**src/rtl/regsched_pkg.sv**
```systemverilog
// Shared types and helpers for the register-file writeback scheduler.
// The optional feature macro REGSCHED_FIXED_PRIO_EN is consumed by regfile_wb_scheduler.
package regsched_pkg;

  localparam int ADDR_W   = 5;
  localparam int DATA_W   = 32;
  localparam int NUM_REGS = 16;

  typedef logic [ADDR_W-1:0] reg_addr_t;
  typedef logic [DATA_W-1:0] reg_data_t;

  typedef struct packed {
    logic      valid;
    reg_addr_t addr;
    reg_data_t data;
  } wb_req_t;

  // Only the low four address bits select a tracked scoreboard entry.
  function automatic logic [3:0] reg_idx(input reg_addr_t addr);
    return addr[3:0];
  endfunction

endpackage

```
**src/rtl/rr_arbiter.sv**
```systemverilog
// Combinational rotating-priority arbiter: the search begins one past ptr.
// A constant ptr of N-1 turns it into fixed priority with index 0 highest.
module rr_arbiter #(
  parameter int N     = 3,
  parameter int IDX_W = 2
) (
  input  logic [N-1:0]     req,
  input  logic [IDX_W-1:0] ptr,
  output logic [N-1:0]     gnt,
  output logic [IDX_W-1:0] idx,
  output logic             any
);

  always_comb begin
    int j;
    logic [IDX_W-1:0] jj;
    j   = 0;
    jj  = '0;
    gnt = '0;
    idx = '0;
    any = 1'b0;
    for (int k = 1; k <= N; k++) begin
      j  = (int'(ptr) + k) % N;
      jj = IDX_W'(j);
      if (!any && req[jj]) begin
        any     = 1'b1;
        gnt[jj] = 1'b1;
        idx     = jj;
      end
    end
  end

endmodule

```
**src/rtl/regfile_wb_scheduler.sv**
```systemverilog
// Arbitrates writeback requesters onto the single register-file write port and
// tracks pending destinations for hazard stalls. Macro: REGSCHED_FIXED_PRIO_EN.
module regfile_wb_scheduler
  import regsched_pkg::*;
#(
  parameter int NUM_REQ  = 3,
  parameter int NUM_REGS = regsched_pkg::NUM_REGS,
  parameter int ADDR_W   = regsched_pkg::ADDR_W,
  parameter int DATA_W   = regsched_pkg::DATA_W
) (
  input  logic                      clk,
  input  logic                      rst_n,
  input  logic                      clk_enable,
  input  logic                      iss_valid,
  input  logic [ADDR_W-1:0]         iss_rd,
  input  logic [ADDR_W-1:0]         iss_rs1,
  input  logic [ADDR_W-1:0]         iss_rs2,
  output logic                      iss_ready,
  input  logic                      sb_flush,
  input  logic [NUM_REQ-1:0]        wb_valid,
  input  logic [NUM_REQ*ADDR_W-1:0] wb_addr,
  input  logic [NUM_REQ*DATA_W-1:0] wb_data,
  output logic [NUM_REQ-1:0]        wb_ready,
  output logic                      rf_write_enable,
  output logic [ADDR_W-1:0]         rf_write_addr,
  output logic [DATA_W-1:0]         rf_data
);

  localparam int IDX_W = (NUM_REQ > 1) ? $clog2(NUM_REQ) : 1;

  logic [IDX_W-1:0]   ptr;
  logic [NUM_REQ-1:0] gnt;
  logic [IDX_W-1:0]   gnt_idx;
  logic               gnt_any;
  logic               xfer;
  logic               issue_fire;
  wb_req_t            sel_req;

  logic [NUM_REGS-1:0] busy_q, busy_d;
  logic                rf_we_q, rf_we_d;
  logic [ADDR_W-1:0]   rf_addr_q, rf_addr_d;
  logic [DATA_W-1:0]   rf_data_q, rf_data_d;

`ifdef REGSCHED_FIXED_PRIO_EN
  assign ptr = IDX_W'(NUM_REQ - 1);
`else
  logic [IDX_W-1:0] rr_ptr_q, rr_ptr_d;

  assign ptr      = rr_ptr_q;
  assign rr_ptr_d = xfer ? gnt_idx : rr_ptr_q;

  always_ff @(posedge clk) begin
    if (!rst_n) begin
      rr_ptr_q <= IDX_W'(NUM_REQ - 1);
    end else if (clk_enable) begin
      rr_ptr_q <= rr_ptr_d;
    end
  end
`endif

  rr_arbiter #(.N(NUM_REQ), .IDX_W(IDX_W)) u_arb (
    .req (wb_valid),
    .ptr (ptr),
    .gnt (gnt),
    .idx (gnt_idx),
    .any (gnt_any)
  );

  assign wb_ready = clk_enable ? gnt : '0;
  assign xfer     = clk_enable & gnt_any;

  assign sel_req.valid = gnt_any;
  assign sel_req.addr  = reg_addr_t'(wb_addr[gnt_idx*ADDR_W +: ADDR_W]);
  assign sel_req.data  = reg_data_t'(wb_data[gnt_idx*DATA_W +: DATA_W]);

  assign iss_ready = clk_enable & ~busy_q[reg_idx(iss_rs1)]
                                & ~busy_q[reg_idx(iss_rs2)]
                                & ~busy_q[reg_idx(iss_rd)];
  assign issue_fire = iss_valid & iss_ready;

  // A grant to x0 is consumed but never reaches the register file.
  always_comb begin
    rf_we_d   = xfer & (reg_idx(sel_req.addr) != 4'd0);
    rf_addr_d = rf_we_d ? sel_req.addr : rf_addr_q;
    rf_data_d = rf_we_d ? sel_req.data : rf_data_q;
  end

  // Clear on commit, set on issue; flush wins over both.
  always_comb begin
    busy_d = busy_q;
    if (rf_we_q) busy_d[reg_idx(rf_addr_q)] = 1'b0;
    if (issue_fire && reg_idx(iss_rd) != 4'd0) busy_d[reg_idx(iss_rd)] = 1'b1;
    if (sb_flush) busy_d = '0;
    busy_d[0] = 1'b0;
  end

  always_ff @(posedge clk) begin
    if (!rst_n) begin
      busy_q    <= '0;
      rf_we_q   <= 1'b0;
      rf_addr_q <= '0;
      rf_data_q <= '0;
    end else if (clk_enable) begin
      busy_q    <= busy_d;
      rf_we_q   <= rf_we_d;
      rf_addr_q <= rf_addr_d;
      rf_data_q <= rf_data_d;
    end
  end

  assign rf_write_enable = rf_we_q;
  assign rf_write_addr   = rf_addr_q;
  assign rf_data         = rf_data_q;

endmodule
```
**config.mk**
```make
export PLATFORM = sky130hd
export DESIGN_NAME = regfile_wb_scheduler
export DESIGN_NICKNAME = d
export VERILOG_FILES = /design/src/rtl/regsched_pkg.sv /design/src/rtl/rr_arbiter.sv /design/src/rtl/regfile_wb_scheduler.sv
export SDC_FILE = /design/constraint.sdc
export NUM_CORES = 1
export LEC_CHECK = 0
export CAP_MARGIN = 20
export CORE_AREA = 2 2 96 98
export DETAILED_ROUTE_END_ITERATION = 16
export DIE_AREA = 0 0 98 100
export PLACE_DENSITY_LB_ADDON = 0.3
export SLEW_MARGIN = 0
export SYNTH_ARGS = -nofsm -noshare
export SYNTH_HDL_FRONTEND = slang
export SYNTH_SLANG_ARGS = --single-unit
```
**constraint.sdc**
```tcl
create_clock -name clk -period 5.5 [get_ports clk]
set_clock_uncertainty 0.05 [all_clocks]
set_input_delay 0.825 -clock clk [delete_from_list [all_inputs] [get_ports clk]]
set_output_delay 0.825 -clock clk [all_outputs]
set_load 0.005 [all_outputs]
```
# After elaboration in Yosys (flattened, before gate mapping)
# Index checks and enable logic that the tools add are counted.
[classes]
add_sub_neg = 3
n_mul = 1
div = 3
order_cmp = 12
shift = 2
muxes = 35
bitwise = 14
reduce_logical = 14
[ops]
columns = ["cell", "n"]
rows = [
  ["32-bit by 3-bit remainder unit with 32-bit output, second input constant", 3],
  ["96-bit by 8-bit variable part select with 32-bit output", 1],
  ["16-bit two-way mux", 3],
  ["4-bit by 5-bit < comparator with 1-bit output, second input constant", 4],
  ["16-bit bitwise AND", 1],
  ["16-bit inverter", 1],
  ["16-bit OR", 1],
  ["15-bit by 6-bit variable part select with 5-bit output", 1],
  ["1-bit two-way mux", 14],
  ["1-bit binary-select mux with 4-bit select", 3],
  ["3-bit two-way mux", 4],
  ["2-bit by 3-bit < comparator with 1-bit output, second input constant", 3],
  ["1-bit demux with 4-bit select", 2],
  ["4-bit by 1-bit greater-or-equal comparator with 1-bit output, second input constant", 2],
  ["1-bit logical AND", 8],
  ["4-bit nonzero test", 2],
  ["2-bit by 2-bit adder with 3-bit output, second input constant", 2],
  ["1-bit bitwise AND", 6],
  ["1-bit binary-select mux with 2-bit select", 3],
  ["1-bit demux with 2-bit select", 3],
  ["2-bit by 1-bit greater-or-equal comparator with 1-bit output, second input constant", 3],
  ["2-bit two-way mux", 3],
  ["3-bit OR", 2],
  ["2-bit by 3-bit multiplier with 5-bit output, second input constant", 1],
  ["4 further kinds", 8],
]
[word_totals]
register_bits = 55
in_bits = 134
output_inout_bits = 42
elab_cells = 89

# Logic depth before layout (Yosys ltp)
# Gate-level depths: netlist of run 1.
[depth]
ltp_word = 16
ltp_mapped = 12
depth_no_buf = 9

# By module
# A second synthesis of run 1 with hierarchy kept.
[unflattened]
cells_unflattened = 439
hier_area_um2 = 3622.2
[modules_own_cells]
columns = ["mod", "n_inst", "cells_per_inst", "area_per_inst_um2", "seq_area_each_um2"]
rows = [
  ["regfile_wb_scheduler", 1, 398, 3324.4, 1101.1],
  ["rr_arbiter", 1, 41, 297.8, 0.0],
]

# Worst setup path after synthesis of run 1
# OpenSTA, ideal clock, no wires.
[synth_timing]
path_type = "in2out"
from = "input port iss_rd[0]"
to = "output port iss_ready"
arrival_ns = 2.591
required_ns = 4.625
path_slack_ns = 2.034
cell_stages = 4
n_path_buf = 1
cell_sequence = "clkbuf_1 > mux4_2 > mux4_2 > nor4b_1"
[synth_via]
elab_chain_cells = 4
[synth_rtl]
columns = ["item", "line_no", "rtl"]
rows = [
  ["from (decl)", "regfile_wb_scheduler.sv:15", "input logic [ADDR_W-1:0] iss_rd,"],
  ["1-bit binary-select mux with 4-bit select", "regfile_wb_scheduler.sv:78", "& ~busy_q[reg_idx(iss_rd)];"],
  ["1-bit two-way mux (implied by the code)", "regfile_wb_scheduler.sv:78", ""],
  ["1-bit inverter", "regfile_wb_scheduler.sv:78", ""],
  ["1-bit bitwise AND", "regfile_wb_scheduler.sv:78", ""],
  ["to (decl)", "regfile_wb_scheduler.sv:18", "output logic iss_ready,"],
]
# Every way passes these cells. The select of a mux whose other input is x is not followed.

# Worst setup path after layout of run 1
# Same ends and word-level chain as after synthesis.

==> results of run 1 <==
## layer usage
metal | vias to the layer above | part of all wire (%) | track usage [%]
li1 | 1911 | - | -
met1 | 1867 | 39 | 25.5
met2 | 137 | 53 | 44.4
met3 | 18 | 6.8 | 5.64
met4 | 0 | 1.6 | 6.09
met5 | - | 0 | 0
## area by class of cell
class,count,area (um^2),area share [%]
multi-input cells,298,2630,44.7
repair buffers,177,1780,30.3
flip-flops and latches,55,1100,18.7
inverters,38,143,2.43
well taps,111,139,2.36
clock buffers,6,82.6,1.40
clock inverters,1,5.00,0.0851
## cell families (layout without fill, tap and decap cells)
logic type      after synthesis  count (layout)
compound gates              143             143
fa+ha+maj                     4               4
buf+inv                      73             222
flops                        55              55
mux                          60              60
simple gates                 91              91
## through the flow
| step | total power [W] | util [%] | instance area (um^2) | cells | hold WS (ps) |
|---|---|---|---|---|---|
| 2_1_floorplan | 0.00111 | - | 4050 | 426 | 409 |
| 3_3_place_gp | 0.00141 | 64.8 | 5760 | 678 | 398 |
| 3_5_place_dp | 0.00143 | 65.1 | 5790 | 679 | 402 |
| 4_1_cts | 0.00167 | 66.1 | 5880 | 686 | 416 |
| 5_1_grt | 0.00175 | 66.1 | 5880 | 686 | 436 |
| 6_report | 0.00165 | 66.1 | 5880 | 686 | 417 |
## critical path, stage by stage
cell             delay (ps)
clkdlybuf4s50_1         700
mux4_2                  560
mux4_2                  470
nor4b_1                 450
clkdlybuf4s50_1         590
## layout by cell type, fill, tap and decap left out, types with 5 or more instances in the layout
master | Yosys | layout
a21oi_1 | 12 | 12
a221oi_2 | 30 | 30
a31oi_1 | 8 | 8
and2_1 | 8 | 8
clkbuf_8 | 0 | 6
clkdlybuf4s50_1 | 0 | 172
dfxtp_1 | 55 | 55
inv_1 | 37 | 37
mux2i_1 | 48 | 48
mux4_2 | 10 | 10
nand2_1 | 48 | 48
nand2b_1 | 5 | 5
nand3b_1 | 7 | 7
nor2_1 | 6 | 6
o211a_1 | 34 | 34
o21ai_0 | 17 | 17
o21ai_1 | 15 | 15
## how the worst max path moves through the flow
stage	end	slack (ps)	depth (start not counted)
5_1_grt	iss_ready	980	5
6_report	iss_ready	1020	5
3_5_place_dp	rf_data[16]	1040	9
3_3_place_gp	iss_ready	1080	5
2_1_floorplan	iss_ready	2030	4
4_1_cts	iss_ready	1040	5
## sequential cells by signal, summed over array words and instances (netlist names)
signal and count:
ptr 2, busy_q 15, rf_write_enable 1, rf_write_addr 5
rf_data 32
## power by group through the flow
stage          registers, W  logic [W]  clock network, W
4_1_cts            0.000518   0.000915          0.000233
3_3_place_gp       0.000523   0.000887                 0
2_1_floorplan      0.000519   0.000596                 0
5_1_grt            0.000526   0.000980          0.000248
6_report           0.000517   0.000906          0.000226
3_5_place_dp       0.000525   0.000910                 0
==> summary.md, run 1 <==
| Metric | Value |
|---|---|
| Critical path endpoint category | `output port` |
| Die Ht | `100 um` |
| Sw Pwr | `0.000618 W` |
| Clk Latency, worst-skew pair | `300 ps` |
| Slew @ Worst Pin | `774 ps` |
| Fin nets | `713` |
| Crit share post-route | `81.4%` |
| Combinational share of power | `between 50% and 60%` |
| Fin worst setup slack | `1020 ps` |
| Most frequent cell after synthesis | `dfxtp_1` |
| Count of state elements after synthesis | `55` |
| Setup violations, final | `0` |
| CTS tree | `done` |
| Number of global-route vias before repair | `3980` |
| Hold crit path type | `flip-flop to flip-flop` |
| Ant. Diodes | `0` |
| Final setup TNS | `0 ps` |
| Crit path from | `iss_rd[0]` |
| Clk pin slew, worst setup/hold paths | `90 ps` |
| Overall routing resource usage | `a little under a quarter` |
| Seq pwr share | `31.3%` |
| # H-tree levels | `2` |
| Layout cell share with drive strength beyond 1 | `11.3%` |
| Worst EP arrival | `between 3000 and 4000 ps` |
| Grt ovf | `0` |
| Pin count of the biggest net entering global routing | `67` |
| Slew Viols, Final | `0` |
| Max_slew headroom | `48.3%` |
| Die ar. | `0.00980 mm^2` |
| Run status | `complete, no violations` |
| IO buf count | `172` |
| Synthesized Nets | `around 560` |
| Final-layout fill cell count | `748` |
| FF-to-FF setup slack | `1470 ps` |
| Clock share of power | `13.7%` |
| R2R cell count | `10` |
| Post-Syn Area | `0.00405 mm^2` |
| Cell Int Power | `approximately 0.001 W` |
| Post-Syn Area per Cell | `9.52 um^2` |
| Synth top area share | `27.2%` |
| Buffer count from post-CTS setup fixing | `0` |
| Max Cap Viol | `0` |
| Data required, critical path | `between 4000 and 5000 ps` |
| Syn Inst Count | `approximately 430` |
| Simple-gate share of the synthesized area | `11.6%` |
| Initial Util | `45.6%` |
| Final hold vios | `0` |
| Clock Sinks | `55` |
| Register area share after synthesis | `27.2%` |
| Critical path startpoint category | `input pin` |
| Hold buffer count at CTS | `0` |
| Hold Path Origin | `rf_data[18]` |
| I/O Pins | `176` |
| Dpl ws | `1040 ps` |
| RSZ-0062 raised after global routing | `no` |
| Mux cell area share after synthesis | `18.1%` |
| Yosys cell types | `47` |
| Synth warn | `0` |
| Wire length per cell | `16.7 um` |
| Fmax | `223 MHz` |
| Fraction of registers with async set/reset | `0%` |
| DRC violations left | `0` |
| Dpl hpwl | `8780 um` |
| Synth area leaders | `dfxtp_1 27%, mux2i_1 12%, a221oi_2 11%, o211a_1 8.4%, mux4_2 5.6%` |
| FF-to-FF End | `rf_data[25]` |
| Antenna-violating nets left | `0` |
| Peak VDD IR | `0.166 mV` |
| Post-Route WL | `11400 um` |
| Number of buffers created by CTS | `5` |
| Commonest cells in the netlist | `55 x dfxtp_1, 48 x mux2i_1, 48 x nand2_1` |
| Pwr/cell area | `280 mW/mm^2` |
| Main combinational cell family by area after synthesis | `compound AO/OA/AOI/OAI gates` |
| Complex-gate fraction of the synthesized area | `around a third` |
| CP max FO | `8` |
| Post-synthesis xor/xnor area fraction | `0%` |
| Row cnt | `35` |
| LEAKAGE | `between 2 and 2.5 nW` |
| Initial antenna violation count | `0` |
| Number of gates resized after cts | `0` |
| DRT iter0 DRCs | `105` |
| Core ar. | `a little under 0.009 mm^2` |
| DR pass1 iterations | `4` |
| Via count | `a little under 4000` |
| Synth area leader | `dfxtp_1` |
| GPL Wtd Cong | `approximately 0.90` |
| Post-route minimum period | `4480 ps` |
| Clock tree buffer depth | `2` |
| Layout area overhead | `45.0%` |
| Root Buffer | `clkbuf_8` |
| Dominant synthesized flop cell | `dfxtp_1` |
| Avg Vias per Cell | `5.73` |
| WS Path Type | `input pin to output port` |
| Min-Delay Endpoint | `rf_data[18]` |
| Worst hold path depth | `2` |
| Sw frac | `between 30 and 40%` |
| First-pass GRT wire length | `18700 um` |
| Worst r2r src | `ptr[0]` |
| Die width | `98 um` |
| Number of flops mapped to enable cells by yosys | `0` |
| Adder-cell share of the synthesized area | `about 1.2%` |
(Power assumes the default switching activity.)
==> inputs of run 2 (changes only) <==
Settings changed: CORE_AREA 2 2 96 98 to 2 2 105 107, DIE_AREA 0 0 98 100 to 0 0 107 109.
Clock period 5.5 ns to 4 ns, I/O delays scaled along.
==> run 2 against run 1 <==
Sequential cell count stayed put; combinational power is 39% higher; critical endpoint unchanged; routed wire length is 1.1% higher; sequential share of layout area is 0.32 points lower; cell area is 1.7% higher; global-route usage is 3.6 points lower; total power is 45% higher; non-clock buffer count is 3 higher.
==> summary.md, run 2 (same netlist as run 1, synthesis figures left out) <==
| Metric | Value |
|---|---|
| Pin count of the biggest net entering global routing | `67` |
| Layout area overhead | `47.5%` |
| Die width | `107 um` |
| LEAKAGE | `2.52 nW` |
| Fin worst setup slack | `274 ps` |
| Number of global-route vias before repair | `3889` |
| Number of buffers created by CTS | `5` |
| Fin nets | `around 700` |
| Fmax | `between 200 and 300 MHz` |
| Die Ht | `~110 um` |
| Peak VDD IR | `about 0.17 mV` |
| Worst EP arrival | `approximately 3100 ps` |
| Grt ovf | `0` |
| Clock Sinks | `55` |
| Overall routing resource usage | `19.5%` |
| Slew @ Worst Pin | `810 ps` |
| Crit share post-route | `93.1%` |
| Wire length per cell | `16.1 um` |
| Die ar. | `0.0117 mm^2` |
| Pwr/cell area | `~400 mW/mm^2` |
| Total Power | `0.00240 W` |
| DRC violations left | `0` |
| CTS tree | `done` |
| Dpl hpwl | `roughly 9000 um` |
| Commonest cells after routing, fill and taps aside | `171 x clkdlybuf4s50_1, 55 x dfxtp_1, 48 x mux2i_1, 48 x nand2_1, 37 x inv_1` |
| GPL Wtd Cong | `0.842` |
| Max_slew headroom | `46.0%` |
| DR pass1 iterations | `4` |
| Layout cell share with drive strength beyond 1 | `approximately an eighth` |
| Initial Util | `a little under two fifths` |
| First-pass GRT wire length | `18500 um` |
| Crit path from | `iss_rd[1]` |
| CP max FO | `9` |
| Ant. Diodes | `0` |
| Final setup TNS | `0 ps` |
| Max FFs per register | `32` |
| RSZ-0062 raised after global routing | `no` |
| Row cnt | `38` |
| Placed Cells | `711` |
| Slew Viols, Final | `0` |
| Hold crit path type | `flip-flop to flip-flop` |
| Clock tree buffer depth | `2` |
| Core ar. | `around 0.011 mm^2` |
| Post-route minimum period | `3730 ps` |
| IO buf count | `172` |
| Worst r2r src | `ptr[0]` |
| I/O Pins | `176` |
| Max Cap Viol | `0` |
| Clk Latency, worst-skew pair | `300 ps` |
| Hold Path Origin | `rf_data[18]` |
| Via count | `3879` |
| Post-Route WL | `11600 um` |
| Setup violations, final | `0` |
| Antenna-violating nets left | `0` |
| Clk pin slew, worst setup/hold paths | `100 ps` |
| Hold WS | `415 ps` |
| Most common cell after layout, fill and taps aside | `clkdlybuf4s50_1` |
| DRT iter0 DRCs | `between 100 and 150` |
| Initial antenna violation count | `0` |
| # H-tree levels | `2` |
| Critical path endpoint category | `output port` |
| Run status | `complete, no violations` |
| Final hold vios | `0` |
| Avg Vias per Cell | `5.39` |
| WS Path Type | `input pin to output port` |
| Data required, critical path | `3350 ps` |
| Dpl ws | `44.9 ps` |
| Root Buffer | `clkbuf_8` |
| Finished Layout Cells | `719` |
| Final-layout fill cell count | `~930` |
| Critical path startpoint category | `input pin` |
-- run 2: cell count changes in the layout (fill, tap and decap cells not counted), sizes merged --
cell	delta
buf	+3
clkinv	-1
clkbuf	-1
bufinv	+2
clkdlybuf4s50	-1
clkinvlp	+1
dlymetal6s2s	+1
-- run 2: routing by layer --
metal	global-route usage, %	share of wire (%)	up-vias
met5	0	0	-
met4	3.71	0.75	0
met3	6.10	7.8	6
met2	36.6	50	121
met1	21.8	41	1839
li1	-	-	1913
-- run 2: power by group --
| group | internal, W | total (W) | leakage, nW | switching, W |
|---|---|---|---|---|
| Clock | 0.000250 | 0.000428 | 0.0644 | 0.000178 |
| Sequential | 0.000641 | 0.000706 | 0.452 | 0.0000647 |
| Combinational | 0.000647 | 0.00126 | 2.01 | 0.000616 |
| Total | 0.00154 | 0.00240 | 2.52 | 0.000859 |
-- run 2: what timing repair did --
item	4_1_cts	5_1_grt
setup buffers	0	0
endpoints found under the setup margin	0	1
hold buffers	0	0
resized for setup	0	1
hold endpoints to repair	0	0
-- run 2: metrics by stage --
step / util [%] / instance area (um^2)
after floorplan: - / 4050
after global placement: 55.1 / 5840
after detailed placement: 55.1 / 5840
after CTS: 56.4 / 5980
after global routing: 56.4 / 5980
final: 56.4 / 5980
-- run 2: layout make-up --
| cell class | count | area [um^2] | share of cell area (%) |
|---|---|---|---|
| clock buffers | 5 | 68.8 | 1.15 |
| well taps | 140 | 175 | 2.93 |
| multi-input cells | 298 | 2630 | 44.0 |
| inverters | 38 | 143 | 2.38 |
| repair buffers | 180 | 1800 | 30.0 |
| flip-flops and latches | 55 | 1100 | 18.4 |
| clock inverters | 3 | 67.6 | 1.13 |
-- run 2: path summary, 6_finish.rpt --
kind / endpoint / slack [ps] / cells after the start
worst min register to register: rf_data[18] / 410 / 2
worst max-delay path: iss_ready / 270 / 5
worst max register to register: rf_data[29] / 390 / 10
worst min-delay path: rf_data[18] / 410 / 2
-- run 2: worst max-delay path: stages --
cell	delay [ps]
clkdlybuf4s50_1	680
mux4_2	370
mux4_2	460
nor4b_1	390
clkdlybuf4s50_1	570
==> inputs of run 3 (changes only) <==
Settings changed: CORE_AREA 2 2 105 107 to 2 2 87 89, DIE_AREA 0 0 107 109 to 0 0 89 91, DONT_BUFFER_PORTS set to 1, SLEW_MARGIN 0 to not set.
==> run 3 against run 2 <==
Sequential power grew 4.0%; setup slack better by 110 ps; largest power group unchanged; fmax up 3.2%; clock power fell by 24%; die area is 31% lower; routed wire length fell by 17%; sequential cell count did not move; cell area decreased by 30%; total power shrank 18%; critical path depth is 5 higher; first-iteration DRC count grew 17%.
==> summary.md, run 3 (same netlist as run 1, synthesis figures left out) <==
| Metric | Value |
|---|---|
| Run status | `complete, no violations` |
| Initial Util | `between 50% and 60%` |
| First-pass GRT wire length | `15100 um` |
| DR pass1 iterations | `4` |
| Min-Delay Endpoint | `ptr[1]` |
| Overall routing resource usage | `23.0%` |
| Post-route minimum period | `between 3000 and 4000 ps` |
| Hold Path Origin | `rst_n` |
| Wire length per cell | `approximately 19 um` |
| Via count | `3309` |
| Most common cell after layout, fill and taps aside | `dfxtp_1` |
| Dpl hpwl | `just over 7000 um` |
| Root Buffer | `clkbuf_8` |
| CTS tree | `done` |
| Critical path endpoint category | `flip-flop` |
| Antenna-violating nets left | `0` |
| DRT iter0 DRCs | `119` |
| Post-Route WL | `9560 um` |
| IO buf count | `0` |
| FF-to-FF setup slack | `390 ps` |
| Initial antenna violation count | `0` |
| RSZ-0062 raised after global routing | `no` |
| Max_slew headroom | `about half` |
| Hold crit path type | `input pin to flip-flop` |
| I/O Pins | `176` |
| FF-to-FF End | `rf_data[28]` |
| Fin nets | `544` |
| LEAKAGE | `1.84 nW` |
| Commonest cells after routing, fill and taps aside | `55 x dfxtp_1, 48 x mux2i_1, 48 x nand2_1, 37 x inv_1, 34 x o211a_1` |
| Crit share post-route | `90.3%` |
| Final Instance Area | `between 0.004 and 0.005 mm^2` |
| Data required, critical path | `4170 ps` |
| Fmax | `roughly 280 MHz` |
| Clk Latency, worst-skew pair | `~310 ps` |
| Max Cap Viol | `0` |
| Peak VDD IR | `0.247 mV` |
| Pwr/cell area | `472 mW/mm^2` |
| Final setup TNS | `0 ps` |
| CP max FO | `33` |
| Area after DPL | `0.00407 mm^2` |
| Setup violations, final | `0` |
| Core ar. | `0.00714 mm^2` |
| Die ar. | `0.00810 mm^2` |
| Layout area overhead | `2.75%` |
| Critical path startpoint category | `flip-flop` |
| Worst r2r src | `ptr[0]` |
| Layout cell share with drive strength beyond 1 | `17.0%` |
| Final-layout fill cell count | `650` |
| Slew Viols, Final | `0` |
| Slew @ Worst Pin | `761 ps` |
| Clk pin slew, worst setup/hold paths | `approximately 110 ps` |
| Hold buffer count at CTS | `0` |
| Max FFs per register | `32` |
| Clock tree buffer depth | `2` |
| Die Ht | `91 um` |
| Ant. Diodes | `0` |
| DRC violations left | `0` |
| R2R cell count | `10` |
| Worst hold path depth | `1` |
| GPL Wtd Cong | `between 0.8 and 0.9` |
| Worst EP arrival | `3790 ps` |
| Avg Vias per Cell | `6.54` |
| Die width | `89 um` |
| Buffer count from post-CTS setup fixing | `0` |
| Total Power | `between 0.0015 and 0.002 W` |
| Number of gates resized after cts | `0` |
| Pin count of the biggest net entering global routing | `67` |
| WS Path Type | `flip-flop to flip-flop` |
| Number of buffers created by CTS | `5` |
| Clock Sinks | `55` |
| Row cnt | `31` |
| Number of global-route vias before repair | `around 3100` |
| Final hold vios | `0` |
| Grt ovf | `0` |
| # H-tree levels | `2` |
-- run 3: cell types whose count changed in the layout (fill, tap and decap cells not counted) --
| cell | delta |
|---|---|
| bufinv_16 | -2 |
| clkdlybuf4s50_1 | -171 |
| clkinv_4 | +1 |
| inv_8 | +1 |
| dlymetal6s2s_1 | -1 |
-- run 3: worst max-delay path by stage --
stage                  end   start
2_1_floorplan  rf_data[10]  ptr[0]
3_3_place_gp   rf_data[29]  ptr[0]
3_5_place_dp   rf_data[28]  ptr[0]
4_1_cts        rf_data[28]  ptr[0]
5_1_grt        rf_data[29]  ptr[0]
6_report       rf_data[28]  ptr[0]
-- run 3: critical path, stage by stage (launching register included) --
cell and delay, ps:
dfxtp_1 400, inv_1 80, ha_1 450, mux2_4 340
mux2_2 350, o31a_4 450, and4_1 230, a311oi_4 380
nand4_4 120, buf_4 310, a221oi_1 320
-- run 3: layout make-up --
type                            instances  area [um^2]  area share [%]
Clock buffer                            5         68.8            1.65
Clock inverter                          3         27.5           0.661
Inverter                               38          143            3.42
Multi-Input combinational cell        298         2630            63.1
Sequential cell                        55         1100            26.4
Tap cell                               99          124            2.97
Timing Repair Buffer                    8         72.6            1.74
-- run 3: layer usage --
layer / GRT usage (%) / part of all wire (%) / vias up
met3: 5.91 / 7.7 / 9
met5: 0 / 0 / -
met2: 38.9 / 50 / 131
met4: 4.48 / 0.91 / 0
li1: - / - / 1581
met1: 29.5 / 42 / 1588
-- run 3: stage by stage --
step	setup WS, ps	util (%)	hold slack (ps)	instances
global route	148	58.4	295	506
floorplan	774	-	409	426
CTS	389	58.4	305	506
global placement	510	57.0	422	498
detailed placement	436	57.0	426	498
finish	389	58.4	318	506
-- run 3: where the power goes --
| part | internal, W | switching (W) |
|---|---|---|
| clock network | 0.000129 | 0.000197 |
| logic | 0.000393 | 0.000512 |
| registers | 0.000642 | 0.0000917 |
==> edit (settings of run 3) <==
Build with the macro `REGSCHED_FIXED_PRIO_EN` defined.
--- a/src/rtl/regfile_wb_scheduler.sv
+++ b/src/rtl/regfile_wb_scheduler.sv
@@ -1,5 +1,7 @@
 // Arbitrates writeback requesters onto the single register-file write port and
 // tracks pending destinations for hazard stalls. Macro: REGSCHED_FIXED_PRIO_EN.
+`define REGSCHED_FIXED_PRIO_EN
+
 module regfile_wb_scheduler
   import regsched_pkg::*;
 #(
Behaviour: not the same (Yosys sat finds a counterexample within 4 cycles, from zero or initial values and one cycle with rst_n low).
==> edit against run 3 <==
  * Final area down 15%
  * Worst setup slack better by 0.81 ns
  * Synthesized area down 14%
  * Via count down 9.9%
  * Sequential cell count down 2
  * Global-route usage down 1.9 points
  * Register-to-register slack better by 1.7 ns
  * Routed wire length down 9.1%
  * Critical path type is now flip-flop to output port
  * Critical endpoint is now iss_ready
Power is not compared: it rests on default switching activity, and its combinational part moved more than twofold at a synthesized area within 25%.
==> edit: results (changes against run 3) <==
| Metric | Value |
|---|---|
| Layout fillers | 721 (was 650) |
| Number of library cell types mapped by synthesis | 48 (was 47) |
| Cell count of the worst reg-to-reg path | 5 (was 10) |
| Compound-cell area share of the yosys netlist | 17.8% (was 33.7%) |
| R2r setup slk | 2.07 ns (was 0.39 ns) |
| Final WL | 8690 µm (was 9560 µm) |
| Peak per-stage delay on the critical path | 0.49 ns (was 0.45 ns) |
| Initial DRC Count | 143 (was 119) |
| Synthesized net count | 539 (was 564) |
| Fin Hold WS | 0.391 ns (was 0.318 ns) |
| Wire length of the first global-routing pass | 13600 µm (was 15100 µm) |
| Avg WL per Cell | 18.0 µm (was 18.9 µm) |
| Cell with the largest stage delay on the worst path | sky130_fd_sc_hd__mux4_2 (was sky130_fd_sc_hd__ha_1) |
| Hold depth | 2 (was 1) |
| Worst Path Max Fanout | 5 (was 33) |
| Via/cell ratio | 6.17 (was 6.54) |
| Commonest cells post-synth | sky130_fd_sc_hd__nand2_1, sky130_fd_sc_hd__mux2i_1, sky130_fd_sc_hd__dfxtp_1, sky130_fd_sc_hd__o211ai_1, sky130_fd_sc_hd__clkbuf_1 (was sky130_fd_sc_hd__dfxtp_1, sky130_fd_sc_hd__mux2i_1, sky130_fd_sc_hd__nand2_1, sky130_fd_sc_hd__inv_1, sky130_fd_sc_hd__o211a_1) |
| Number of instances in the synthesized netlist | 405 (was 426) |
| Critical register-to-register path endpoint | busy_q[8] (was rf_data[28]) |
| Met1 layer wirelength in the final routing | 3400 µm (was 3980 µm) |
| Met2 WL | 4310 µm (was 4760 µm) |
| Layout cell share with drive strength beyond 1 | 7.03% (was 17.0%) |
| Primary FF master, synth | sky130_fd_sc_hd__dfxtp_1 (unchanged) |
| Hold worst-path end | rf_data[10] (was ptr[1]) |
| Half-perimeter wire length after detailed placement | 6600 µm (was 7170 µm) |
| Fraction of the mapped netlist area in adder cells | 0% (was 1.23%) |
| Sequential fraction of the synthesis area | 30.4% (was 27.2%) |
| Largest net degree at the start of global routing | 79 (was 67) |
| Status | complete, no violations (unchanged) |
| Worst relative slew slack | 49.7% (was 48.5%) |
| Worst setup slack after placement | 1.12 ns (was 0.436 ns) |
| Fraction of synthesized area in multiplexers | 27.7% (was 18.1%) |
| Cells taking the most area after synthesis | sky130_fd_sc_hd__dfxtp_1, sky130_fd_sc_hd__mux2i_1, sky130_fd_sc_hd__nand2_1 (was sky130_fd_sc_hd__dfxtp_1, sky130_fd_sc_hd__mux2i_1, sky130_fd_sc_hd__a221oi_2) |
| Number of global-route vias before repair | 2833 (was 3123) |
-- edit: cell type report --
class                   instances  area (µm²)  area share (%)
clock inverters                 3        17.5           0.493
repair buffers                  4        30.0           0.845
inverters                       5        18.8           0.528
multi-input cells             314        2230            62.8
flip-flops and latches         53        1060            29.9
well taps                      99         124            3.49
clock buffers                   5        68.8            1.94
-- edit: cells by family after synthesis --
group	Yosys count
AO/OA/AOI/OAI	91
AND/OR/NAND/NOR	135
buffers and inverters	38
multiplexers	88
flip-flops	53
-- edit: worst max-delay path by stage --
| stage | from | to | slack, ns | depth (start not counted) |
|---|---|---|---|---|
| after floorplan | iss_rd[0] | iss_ready | 1.24 | 6 |
| after global routing | busy_q[12] | iss_ready | 1.11 | 5 |
| after CTS | busy_q[12] | iss_ready | 1.19 | 5 |
| after global placement | wb_valid[1] | rf_data[5] | 1.24 | 6 |
| final | busy_q[12] | iss_ready | 1.20 | 5 |
| after detailed placement | wb_valid[1] | rf_data[6] | 1.12 | 6 |
-- edit: per-layer routing --
metal / global-route usage [%] / vias up
met5: 0 / -
met4: 5.72 / 0
met3: 7.18 / 11
met2: 36.1 / 145
met1: 24.8 / 1383
li1: - / 1441
-- edit: worst register-to-register path, stage by stage, from the launching register on --
cell and delay, ns:
sky130_fd_sc_hd__dfxtp_1 0.39, sky130_fd_sc_hd__mux4_2 0.49, sky130_fd_sc_hd__o22a_1 0.23, sky130_fd_sc_hd__o31ai_2 0.10, sky130_fd_sc_hd__nand2_1 0.17, sky130_fd_sc_hd__o41ai_1 0.39
-- edit: stage by stage --
stage                     utilization (%)  power (W)
after floorplan                         -   0.000776
after global routing                 49.8    0.00113
after CTS                            49.8    0.00109
after detailed placement             48.6   0.000790
final                                49.8    0.00108
after global placement               48.6   0.000784
